File: src/rtl/mul_pkg.sv
// Shared types and constants for the multiplier scheduler.
// Imported by the scheduler top and its arbiter.
package mul_pkg;

    typedef enum logic [2:0] {
        IDLE,
        ISSUE,
        WAIT,
        RESP,
        DRAIN
    } state_t;

    localparam logic REQ_PIPE = 1'b0;
    localparam logic REQ_AUX  = 1'b1;

    localparam int DEF_TIMEOUT = 32;

endpackage

File: src/rtl/mul_rr_arbiter.sv
// Two-way round-robin arbiter for the multiplier requesters.
// The last pointer starts at REQ_AUX so the EX pipe wins first after reset.
module mul_rr_arbiter
    import mul_pkg::*;
(
    input  logic       clk,
    input  logic       reset,
    input  logic       en,
    input  logic       take,
    input  logic [1:0] req,
    output logic [1:0] gnt
);

    logic last;

    always_ff @(posedge clk) begin
        if (reset) begin
            last <= REQ_AUX;
        end else if (take) begin
            last <= gnt[1];
        end
    end

    always_comb begin
        gnt = 2'b00;
        if (en) begin
            if (req == 2'b11) begin
                gnt = last ? 2'b01 : 2'b10;
            end else begin
                gnt = req;
            end
        end
    end

endmodule

File: src/rtl/mul_scheduler.sv
// Sequencer for the shared 16x16 Booth multiplier engine.
// Arbitrates two requesters, runs one engine op each, returns tagged results.
module mul_scheduler
    import mul_pkg::*;
#(
    parameter int TAG_W   = 5,
    parameter int TIMEOUT = DEF_TIMEOUT,
    parameter int CNT_W   = 6
) (
    input  logic             clk,
    input  logic             reset,
    input  logic [1:0]       req_valid,
    output logic [1:0]       req_ready,
    input  logic [31:0]      req0_a,
    input  logic [31:0]      req0_x,
    input  logic [31:0]      req1_a,
    input  logic [31:0]      req1_x,
    input  logic [TAG_W-1:0] req0_tag,
    input  logic [TAG_W-1:0] req1_tag,
    input  logic             flush,
    output logic             eng_start,
    output logic [15:0]      eng_a,
    output logic [15:0]      eng_x,
    input  logic             eng_done,
    input  logic [31:0]      eng_result,
    output logic             rsp_valid,
    input  logic             rsp_ready,
    output logic             rsp_id,
    output logic [TAG_W-1:0] rsp_tag,
    output logic [31:0]      rsp_result,
    output logic             rsp_err,
    output logic             busy
);

    state_t state, state_nx;

    logic [15:0]      a_q, x_q;
    logic [TAG_W-1:0] tag_q;
    logic             id_q, err_q;
    logic [31:0]      res_q;
    logic [CNT_W-1:0] cnt_q;

    logic [1:0] eff_valid, gnt;
    logic       take, timeout_hit, kill, fin;
    logic       unused_hi;

    // The engine only consumes the low halves of the operands.
    assign unused_hi = ^{req0_a[31:16], req0_x[31:16],
                         req1_a[31:16], req1_x[31:16]};

    // Masking before arbitration lets requester 1 win while flush holds off 0.
    assign eff_valid = {req_valid[1], req_valid[0] & ~flush};

    mul_rr_arbiter u_arb (
        .clk   (clk),
        .reset (reset),
        .en    (state == IDLE),
        .take  (take),
        .req   (eff_valid),
        .gnt   (gnt)
    );

    assign req_ready   = gnt;
    assign take        = |gnt;
    assign timeout_hit = (cnt_q == CNT_W'(TIMEOUT - 1));
    assign kill        = flush & (id_q == REQ_PIPE);
    assign fin         = eng_done | timeout_hit;

    always_ff @(posedge clk) begin
        if (reset) begin
            state <= IDLE;
        end else begin
            state <= state_nx;
        end
    end

    always_comb begin
        state_nx = state;
        unique case (state)
            IDLE:  if (take) state_nx = ISSUE;
            ISSUE: state_nx = kill ? DRAIN : WAIT;
            WAIT: begin
                if (kill) begin
                    state_nx = fin ? IDLE : DRAIN;
                end else if (fin) begin
                    state_nx = RESP;
                end
            end
            RESP:  if (kill || rsp_ready) state_nx = IDLE;
            DRAIN: if (fin) state_nx = IDLE;
            default: state_nx = IDLE;
        endcase
    end

    always_comb begin
        eng_start = (state == ISSUE);
        rsp_valid = (state == RESP);
        busy      = (state != IDLE);
    end

    always_ff @(posedge clk) begin
        if (reset) begin
            a_q   <= '0;
            x_q   <= '0;
            tag_q <= '0;
            id_q  <= 1'b0;
            res_q <= '0;
            err_q <= 1'b0;
            cnt_q <= '0;
        end else begin
            if (state == IDLE && take) begin
                a_q   <= gnt[1] ? req1_a[15:0] : req0_a[15:0];
                x_q   <= gnt[1] ? req1_x[15:0] : req0_x[15:0];
                tag_q <= gnt[1] ? req1_tag : req0_tag;
                id_q  <= gnt[1];
            end
            if (state == ISSUE) begin
                cnt_q <= '0;
            end else if (state == WAIT || state == DRAIN) begin
                cnt_q <= cnt_q + 1'b1;
            end
            // Done beats a coincident timeout.
            if (state == WAIT && eng_done) begin
                res_q <= eng_result;
                err_q <= 1'b0;
            end else if (state == WAIT && timeout_hit) begin
                res_q <= '0;
                err_q <= 1'b1;
            end
        end
    end

    assign eng_a      = a_q;
    assign eng_x      = x_q;
    assign rsp_id     = id_q;
    assign rsp_tag    = tag_q;
    assign rsp_result = res_q;
    assign rsp_err    = err_q;

endmodule

File: config.mk
export PLATFORM = sky130hd
export DESIGN_NAME = mul_scheduler
export DESIGN_NICKNAME = d
export VERILOG_FILES = /design/src/rtl/mul_pkg.sv /design/src/rtl/mul_rr_arbiter.sv /design/src/rtl/mul_scheduler.sv
export SDC_FILE = /design/constraint.sdc
export NUM_CORES = 1
export LEC_CHECK = 0
export ABC_AREA = 1
export CAP_MARGIN = 20
export CELL_PAD_IN_SITES_DETAIL_PLACEMENT = 1
export CELL_PAD_IN_SITES_GLOBAL_PLACEMENT = 1
export CORE_MARGIN = 3
export CORE_UTILIZATION = 24
export DETAILED_ROUTE_END_ITERATION = 12
export GPL_TIMING_DRIVEN = 0
export HOLD_SLACK_MARGIN = 0.08
export PLACE_DENSITY = 0.86
export SYNTH_ARGS = -nofsm -noshare
export SYNTH_HDL_FRONTEND = slang
export SYNTH_SLANG_ARGS = --single-unit
File: constraint.sdc
create_clock -name clk -period 2.7 [get_ports clk]
set_input_delay 0.27 -clock clk [delete_from_list [all_inputs] [get_ports clk]]
set_output_delay 0.27 -clock clk [all_outputs]
set_load 0.05 [all_outputs]
* Word level (Yosys, flattened, before mapping) *
Index checks and enable logic that the tools add are counted.

storage, ports and cells
  bits of input ports = 177
  output and inout bits = 76
  bits in registers = 81
  logic and storage cells = 53

cells by class
  mux-type cells = 16
  reductions and logical operators = 12
  add/subtract/negate cells = 1
  bitwise logic cells = 5
  equality and inequality tests = 10

operator list
  kind                 number
  $mux 32              2
  $mux 16              2
  $mux 3               7
  $pmux 3 s5           1
  $add 6x1->6 const B  1
  $eq 3x2->1 const B   2
  $eq 6x5->1 const B   1
  $mux 2               3
  $reduce_or 2->1      3
  $mux 5               1
  $ne 2x2->1 const B   2
  $reduce_and 4->1     1
  $eq 3x1->1 const B   1
  $eq 3x3->1 const B   1
  $logic_and 1x1->1    3
  $logic_not 3->1      1
  $ne 3x3->1 const B   1
  $reduce_bool 3->1    1
  $and 1x1->1          2
  $eq 2x2->1 const B   1
  $logic_or 1x1->1     2
  $ne 2x1->1 const B   1
  $not 1->1            2
  $reduce_bool 2->1    1
  $or 1x1->1           1

* Logic depth before layout (Yosys ltp) *
  word-level depth = 8
  gate-level depth with buffers = 11

* Modules after synthesis *
From an unflattened synthesis, not the netlist that was laid out.

second synthesis, totals
  cell total of the unflattened synthesis = 535
  area total of the unflattened synthesis = 3,666.0 µm²

by module, submodules not included
  module          area each (µm²)  times used  seq. area each (µm²)  cells each
  mul_scheduler   3,598.5          1           1,601.5               523
  mul_rr_arbiter  67.6             1           20.0                  12

* Worst setup path after synthesis *
Ideal clock, no wire load.

  kind = reg2reg
  start = register state[2]
  end = register a_q[0], in the netlist eng_a[0]
  data arrival time = 1.872 ns
  buffers on the path = 2
  cell stages (with the launch flop) = 9
  slack = 0.712 ns
  cell sequence = dfxtp_1 > nor2_4 > nand2_2 > nor2_2 > nor2_2 > buf_4 > buf_4 > nor2_1 > nor2_1

between the ends
  longest elaborated chain between the ends = 4
  elaborated cells on any way between the ends = 5
  those cells by class = mux: 2; reduce/logical: 3

RTL lines
  what                    line                  source
  from (decl)             mul_scheduler.sv:35   state_t state, state_nx;
  from (signal assigned)  mul_scheduler.sv:73   state <= state_nx;
  $logic_not 3->1         mul_scheduler.sv:57   .en (state == IDLE),
  $mux 2                  mul_rr_arbiter.sv:26  if (en) begin
  via req_ready[0]        mul_scheduler.sv:13   output logic [1:0] req_ready,
  $reduce_or 2->1         mul_scheduler.sv:64   assign take = |gnt;
  $logic_and 1x1->1       mul_scheduler.sv:111  if (state == IDLE && take) begin
  to (signal assigned)    mul_scheduler.sv:112  a_q <= gnt[1] ? req1_a[15:0] : req0_a[15:0];
  to (decl)               mul_scheduler.sv:37   logic [15:0] a_q, x_q;

The timed path passes the listed nets, and every way through them passes these cells.
A chain may end at the register's enable or synchronous reset.

* Worst setup path in the final report *
  start = register state[2]
  end = output port req_ready[1]

between the ends
  longest elaborated chain between the ends = 2

RTL lines
  what             line
  $logic_not 3->1  mul_scheduler.sv:57
  $mux 2           mul_rr_arbiter.sv:26
  to (decl)        mul_scheduler.sv:13

No other way between the ends.

==> flow_summary.yaml <==
run_status:
  outcome: "complete, no violations"
power:
  pwr-share-seq_pct: 27.4
  comb_power_share_pct: 53.6
  internal_power_w: 0.00321
  power_switching_share_pct: 47.5
  power.share.clock_pct: 19.0
  power.density_mw_per_mm2: 1030
  ir_worst_vdd_v: 0.000468
  p_leak_nw: 2.44
  p_sw_w: 0.00291
cells_and_area:
  nFillCells: 1830
  final_common_cell: "clkdlybuf4s50_1"
  final_nets: 908
  antenna-diode-count: 0
  drive_gt1_share_pct: 5.71
  area_growth_pct: 66.7
  final_cell_mix: "clkdlybuf4s50_1, nand2_1, nor2_1"
  final_core_util_pct: 41.8
job:
  maxCapViolations: 0
logic_synthesis:
  yosysUniqueCellTypes: 24
  syn_area_sq_mm: 0.00356
  synth_top_area_share_pct: 45.5
  yosysSeqAreaShare_pct: 45.5
  synthTopCellsByArea: "dfxtp_1, nand2_1, nor2_1, nand3_1, a21oi_1"
  ys_seq_elements: 81
  postSynthNetCount: 710
  syn-instance-count: 532
  synth.avg_cell_area_sq_um: 6.69
  yosysTopAreaCell: "dfxtp_1"
  synth_warnings: 0
critical_path:
  worst-path-max-fanout: 10
  critPathLaunch: "state[2]"
  crit_required_ns: 2.43
  r2r-start: "state[0]"
  rr_endpoint: "rsp_result[18]"
  cp-start-kind: "flop"
  crit_path_end_kind: "primary output"
  worstSetupPathType: "reg -> out"
  crit_path_end: "req_ready[1]"
  reg2reg_depth: 7
  cp.arrival_ns: 2.24
  rrSetupSlack_ns: 1.01
timing:
  rsz0062_at_grt: "false"
  worstMarginPinSlew_ns: 0.592
  post-route-min-period_ns: 2.51
  maxSlewHeadroom_pct: 60.4
  period_share_pct: 92.8
  hold_viol_final: 0
  tns_ns: 0
  setup_violations: 0
  clock_skew_ns: 0.0132
  max_freq_mhz: 399
  maxSlewViolCount: 0
clock_tree:
  clock_sinks: 81
  cts_hold_buffers: 0
  cts_buffers: 9
  cts_tree: "yes"
  htree_levels: 3
  clock-root-buffer: "clkbuf_16"
  clock_latency_ns: 0.35
  cts_buffer_depth: 2
  cts_setup_buffers: 0
  clk_pin_slew_ns: 0.06
  cts_resized: 0
route:
  drt-vias-per-instance: 4.48
  ant_nets: 0
  drt_pass1_iterations: 4
  wirelength_um: 13500
  vias: 4100
  drt_iter0_markers: 152
  drc: 0
  wire_per_inst_um: 14.7
die:
  coreArea_sq_mm: 0.0142
  die-area_sq_mm: 0.0163
  dieHeight_um: 128
  dieWidth_um: 128
  start_util_pct: 25.1
  ioPinCount: 253
  rows: 43
grt:
  grt_max_degree: 16
  grt_pass1_wl_um: 21300
  grt_overflow: 0
  grt_pass1_vias: 4200
  antenna_found_initial: 0
  grt_use_total_pct: 16.4
place:
  dp_hpwl_um: 10500
  io_buffers: 187
  gp_congestion: 0.795
hold_path:
  worstHoldPathType: "in -> reg"
[worst min-delay path by stage]
stage	from	to	slack, ns	cells past startpoint
2_1_floorplan	eng_result[13]	rsp_result[13]	0.42	2
3_3_place_gp	cnt_q[4]	cnt_q[4]	0.45	2
3_5_place_dp	rsp_result[13]	rsp_result[13]	0.47	2
4_1_cts	reset	rsp_result[23]	0.36	2
5_1_grt	reset	rsp_result[22]	0.40	2
6_report	reset	rsp_result[22]	0.37	2
[area by class of cell]
| type | count | area (sq um) | share of cell area, % |
|---|---|---|---|
| multi-input cells | 399 | 1700 | 28.7 |
| repair buffers | 187 | 1870 | 31.5 |
| clock inverters | 7 | 52.6 | 0.885 |
| clock buffers | 9 | 225 | 3.79 |
| flip-flops and latches | 81 | 1620 | 27.3 |
| plain buffers | 32 | 163 | 2.74 |
| well taps | 180 | 225 | 3.79 |
| inverters | 20 | 75.1 | 1.26 |
[cells by family (layout without fill, tap and decap cells)]
| logic type | count (synthesis) | after routing | synth area share (%) |
|---|---|---|---|
| AOI/OAI and AO/OA | 83 | 83 | 11.8 |
| adders and majority gates | 1 | 1 | 0.351 |
| buffers and inverters | 52 | 255 | 6.68 |
| DFF | 81 | 81 | 45.5 |
| and+or+nand+nor | 315 | 315 | 35.6 |
[per-stage QoR]
step	total power, W	hold WS (ns)	std cells	instance area [sq um]	worst slack (ns)
after global placement	0.00496	0.454	899	5660	0.185
after floorplan	0.00382	0.418	532	3560	0.712
after global routing	0.00654	0.396	915	5940	0.0622
after detailed placement	0.00501	0.472	899	5660	0.165
after CTS	0.00622	0.358	915	5940	0.141
final	0.00612	0.374	915	5940	0.193
[worst max-delay path: stages (launching register included)]
cell and delay (ns):
dfxtp_1 0.37, nor2_4 0.16, nand2_2 0.11, nor2_4 0.17, buf_2 0.25, clkdlybuf4s50_1 0.84
[state kept, by name, indices dropped and copies added, names as in the netlist]
name	flops
rsp_result	32
rsp_id	1
rsp_err	1
eng_a	16
cnt_q	6
eng_x	16
state	3
u_arb.last	1
rsp_tag	5
[Yosys cell counts]
master	instances
nor3b_1	1
nor3_1	3
o21ai_1	7
o21ai_0	34
clkbuf_1	14
nor2_4	2
nor2_1	89
o21bai_1	1
inv_2	3
nand3_1	41
nand2_1	174
a21oi_1	40
buf_6	1
ha_1	1
nand2_2	1
dfxtp_1	81
nor2_2	2
buf_4	6
nand4_1	1
or2_2	1
inv_1	17
buf_2	10
o211ai_1	1
buf_1	1
[layer usage]
layer	GRT usage (%)	part of all wire [%]	vias up
li1	-	-	2089
met1	18.1	41	1839
met2	27.9	46	161
met3	7.96	12	11
met4	5.06	1.3	0
met5	0	0	-
[power groups by stage]
stage	registers (W)	logic (W)	clock network (W)
6_report	0.00168	0.00328	0.00116
3_3_place_gp	0.00168	0.00328	0
3_5_place_dp	0.00170	0.00331	0
5_1_grt	0.00172	0.00357	0.00125
2_1_floorplan	0.00262	0.00120	0
4_1_cts	0.00168	0.00333	0.00121
No activity file was read; power rests on OpenSTA's default activity.
==> patch 1 (config.mk and constraints unchanged) <==
Re-encode `state_t` (5 states) as one-hot, 5 bits wide.
--- a/src/rtl/mul_pkg.sv
+++ b/src/rtl/mul_pkg.sv
@@ -3,10 +3,10 @@
 package mul_pkg;
 
-    typedef enum logic [2:0] {
-        IDLE,
-        ISSUE,
-        WAIT,
-        RESP,
-        DRAIN
+    typedef enum logic [4:0] {
+        IDLE  = 5'b00001,
+        ISSUE = 5'b00010,
+        WAIT  = 5'b00100,
+        RESP  = 5'b01000,
+        DRAIN = 5'b10000
     } state_t;
 
Formal check against the unedited RTL: same outputs for any inputs over 10 cycles, from zero or initial values and one cycle with reset high; not proved beyond that.
==> patch 1 against the original RTL <==
- sequential cell count up 2
- setup slack better by 0.088 ns
- via count up 5.3%
- final area grew 6.0%
- wire length up 7.2%
- power fell by 30%
- combinational power fell by 50%
- highest routed layer unchanged
- sequential share of layout area down 0.91 points
- fmax rose by 3.6%
- area after synthesis is 8.4% higher
- utilization down 1.2 points
==> patch 1: results (changes against the original RTL) <==
Parameter                              Value

Timing
  Slew @ Worst Pin    0.624 ns (+0.0326 ns)
  Achievable frequency    413 MHz (+3.6%)

Worst setup path
  Critical register-to-register path startpoint    cnt_q[1]$_SDFFE_PP0P_
  Terminus of the critical flop-to-flop path    rsp_result[26]$_SDFFE_PP0P_
  Worst setup path end    busy
  Crit path DAT    2.15 ns (-0.09 ns)

GRT
  Vias in the first global route    4498 (+7.1%)
  Grt met1 use    18.9% (+0.84 points)
  First-pass GRT wire length    23.3 mm (+9.2%)
  Largest net degree at the start of global routing    14 (-2)
  Combined global-route utilization of all metal layers    16.4% (-0.030 points)

Final layout
  Count of non-filler cells in the finished layout    994 (+8.6%)
  Count of filler cells inserted in the layout    1906 (+4.2%)
  Share of final-layout standard cells stronger than drive strength 1    5.62% (-0.095 points)
  Cell area after layout    6290 µm² (+6.0%)

Clock network
  Post-cts resize count    1 (+1)

Worst hold path
  HP Class    register to register

Placed design
  Gp weighted congestion    0.795 (about the same)
  Number of placed instances, taps included    979 (+8.9%)

Routing
  Count of routing violations after the opening detailed-route iteration    133 (-13%)
  Met3 Wirelength    743 µm (-54%)
  Total Wirelength    14.4 mm (+7.2%)

Synthesis
  Number of different library cells in the post-synthesis netlist    26 (+8.3%)
  Most common library cells after synthesis    nand2_1, inv_1, dfxtp_1
  Net count after synthesis    758 (+6.8%)
  Leading post-synthesis cells by cell area    dfxtp_1, nand2_1, nand3_1, a21oi_1, inv_1

Run status
  Status    finished, final reports clean
patch 1: cell count changes in the layout (fill, tap and decap cells not counted), sizes merged, moves of 2 or more:
cell / before / now
o21ai: 41 / 4
a21oi: 40 / 80
nand4: 1 / 3
dfxtp: 81 / 83
buf: 18 / 23
inv: 23 / 100
nor2: 93 / 13
nand3: 41 / 83
clkbuf: 23 / 20
patch 1: power by group:
group	internal (W)	switching (W)	total [W]
sequential	0.00136	0.0000718	0.00143
combinational	0.000589	0.00105	0.00164
clock	0.000709	0.000502	0.00121
patch 1: layout make-up:
cell class | instances | area share, %
buffer | 33 | 2.94
clock buffer | 10 | 3.64
clock inverter | 5 | 0.875
inverter | 100 | 5.97
multi-input combinational | 364 | 26.0
sequential | 83 | 26.4
tap | 211 | 4.20
timing repair buffer | 188 | 29.9
patch 1: worst min-delay path by stage:
stage	startpoint	to	slack, ns	cells past startpoint
after floorplan	eng_result[24]	rsp_result[24]$_SDFFE_PP0P_	0.42	2
after global placement	rsp_result[15]$_SDFFE_PP0P_	rsp_result[15]$_SDFFE_PP0P_	0.45	2
after detailed placement	rsp_result[22]$_SDFFE_PP0P_	rsp_result[22]$_SDFFE_PP0P_	0.45	2
after CTS	rsp_result[22]$_SDFFE_PP0P_	rsp_result[22]$_SDFFE_PP0P_	0.46	2
after global routing	rsp_result[3]$_SDFFE_PP0P_	rsp_result[3]$_SDFFE_PP0P_	0.48	2
final	rsp_result[13]$_SDFFE_PP0P_	rsp_result[13]$_SDFFE_PP0P_	0.46	2
patch 1: cells by family (layout without fill, tap and decap cells):
group           after synthesis  in the layout  share of synthesized area [%]
compound gates               85             85                           11.2
buf+inv                     133            336                           14.5
xor+xnor                      1              1                          0.227
simple gates                277            277                           30.7
fa+ha+maj                     1              1                          0.324
flops                        83             83                           43.0
==> patch 2 (same settings) <==
Made on the original files. The package constant `DEF_TIMEOUT` goes from 32 to 16.
--- a/src/rtl/mul_pkg.sv
+++ b/src/rtl/mul_pkg.sv
@@ -14,5 +14,5 @@
     localparam logic REQ_AUX  = 1'b1;
 
-    localparam int DEF_TIMEOUT = 32;
+    localparam int DEF_TIMEOUT = 16;
 
 endpackage
Function: same outputs for any inputs over 10 cycles, from zero or initial values and one cycle with reset high; that may be too few to reach the edited logic, so the function may still have changed.
==> patch 2 against the original RTL <==
- final cell count shrank 0.22%
- wire length shrank 1.5%
- area after synthesis grew 1.5%
- sequential cell count is the same
- power shrank 1.0%
- combinational power shrank 5%
- final area grew 1.5%
- global-route usage shrank 0.46 points
- setup slack lost 0.045 ns
- clock skew shrank 0.0056 ns
- synthesized cell count shrank 0.75%
- count of clock-buffer cells in the layout is the same
- largest power group unchanged
==> patch 2: results (changes against the original RTL) <==
Parameter                              Value

Run status
  Status    finished, final reports clean

Worst setup path
  Cell family with most CP delay    buffers and inverters
  Cell at the slowest stage of the critical path    clkdlybuf4s50_1
  Worst path max stage delay    0.84 ns (about the same)
  Terminus of the critical flop-to-flop path    rsp_result[15]$_SDFFE_PP0P_
  Critical register-to-register path startpoint    cnt_q[0]$_SDFFE_PP0P_
  Worst R2R Setup Slack    1.03 ns (+0.02 ns)
  Crit path DAT    2.28 ns (+0.04 ns)

Pwr
  Seq. pwr    0.00165 W
  Leakage power figure    2.47 nW (+1.1%)
  Switch share    44.9% (-2.7 points)
  Combinational Power Share    51.2% (-2.4 points)
  Max rail drop VDD    0.385 mV (-18%)

Synthesis
  Most frequently used flop master after synthesis    dfxtp_1
  Adder and majority gate portion of the synthesized area    0.346% (-0.0051 points)
  Leading post-synthesis cells by cell area    dfxtp_1, nand2_1, nor2_1, a21oi_1, nand3_1
  Post-synthesis sequential area ratio    44.9% (-0.66 points)
  Number of warning messages in the yosys log    0 (unchanged)
  Multiplexer fraction of the synthesized cell area    0% (unchanged)
  Number of different library cells in the post-synthesis netlist    23 (-4.2%)
  Net count after synthesis    706 (-0.56%)
  Most common library cells after synthesis    nand2_1, nor2_1, dfxtp_1
  Compound-Gate Fraction of Synth Area    11.9% (+0.071 points)

Clock network
  Number of buffers inserted during clock tree synthesis    9 (unchanged)
  Post-cts resize count    0 (unchanged)
  Clock latency at the later pin of the worst-skew pair    approximately 0.34 ns
  Largest buffer count on any clock path    2 (unchanged)
  Number of buffers inserted to repair setup after CTS    0 (unchanged)
  H-Tree Level Count    3 (unchanged)
  Clock tree root buffer cell    clkbuf_16

Placed design
  DPL Wire Length    10.3 mm (-1.9%)
  Count of input and output buffers    187 (unchanged)
  Gp weighted congestion    0.772 (-2.8%)

Routing
  Detailed Routing Iterations Pass 1    4 (unchanged)
  Total Wirelength    13.3 mm (-1.5%)
  Count of routing violations after the opening detailed-route iteration    82 (-46%)
  DR vias    4150 (+1.2%)

Timing
  Post-route clock skew    0.00761 ns (-0.00562 ns)
  Rel. slew slack    62.4% (+1.9 points)

GRT
  GRT Residual Overflow    0 (unchanged)
  First-pass GRT wire length    20.8 mm (-2.3%)
  Combined global-route utilization of all metal layers    16.0% (-0.46 points)
  Vias in the first global route    4140 (-1.4%)
  Antenna violations before repair    0 (unchanged)
  Largest net degree at the start of global routing    14 (-2)

Final layout
  Count of filler cells inserted in the layout    1821 (-0.49%)
  Final nets    904 (-0.44%)
  Antenna Diode Count    0 (unchanged)
  Largest register FFs    32 (unchanged)
  Share of final-layout standard cells stronger than drive strength 1    6.17% (+0.46 points)

Worst hold path
  Hold EP    rsp_result[23]$_SDFFE_PP0P_
  HP Class    input port to register
  Cell count of the worst hold path    2 (unchanged)
  Worst Hold Launch    reset
-- patch 2: final cells by class --
type	instances	area [µm²]	area share, %
multi-input combinational	395	1710	28.5
buffer	32	203	3.37
clock inverter	5	81.3	1.35
timing repair buffer	187	1870	31.1
tap	184	230	3.82
sequential	81	1620	26.9
clock buffer	9	225	3.74
inverter	20	75.1	1.25
-- patch 2: worst max path at each step --
stage	from	slack, ns	endpoint	depth (start not counted)
2_1_floorplan	state[0]$_SDFFE_PP0P_	0.46	state[1]$_SDFFE_PP0P_	7
3_3_place_gp	flush	0.13	req_ready[1]	7
3_5_place_dp	flush	0.11	req_ready[1]	7
4_1_cts	flush	0.12	req_ready[1]	7
5_1_grt	flush	0.02	req_ready[1]	7
6_report	flush	0.15	req_ready[1]	7
-- patch 2: worst register-to-register path, delay by kind of cell (launching register included) --
family,cells,cell delay (ns)
adders and majority gates,1,0.23
buffers and inverters,1,0.28
and+or+nand+nor,4,0.58
DFF,1,0.38
AOI/OAI and AO/OA,1,0.07
-- patch 2: routing by layer --
metal  vias to the layer above  track usage [%]  routed length [µm]
met5                         -                0                   0
met4                         0             5.50                 196
met3                        14             6.52                1270
met2                       154             27.1                6230
met1                      1903             18.1                5560
li1                       2079                -                   -
-- patch 2: per-stage QoR --
| step | cell area (µm²) | power, W | hold slack [ns] | std cells | worst slack [ns] |
|---|---|---|---|---|---|
| final | 6020 | 0.00606 | 0.397 | 913 | 0.148 |
| after global routing | 6020 | 0.00646 | 0.404 | 913 | 0.0221 |
| after global placement | 5720 | 0.00477 | 0.466 | 899 | 0.135 |
| after CTS | 6020 | 0.00616 | 0.371 | 913 | 0.116 |
| after detailed placement | 5720 | 0.00481 | 0.474 | 899 | 0.114 |
| after floorplan | 3610 | 0.00370 | 0.417 | 528 | 0.458 |
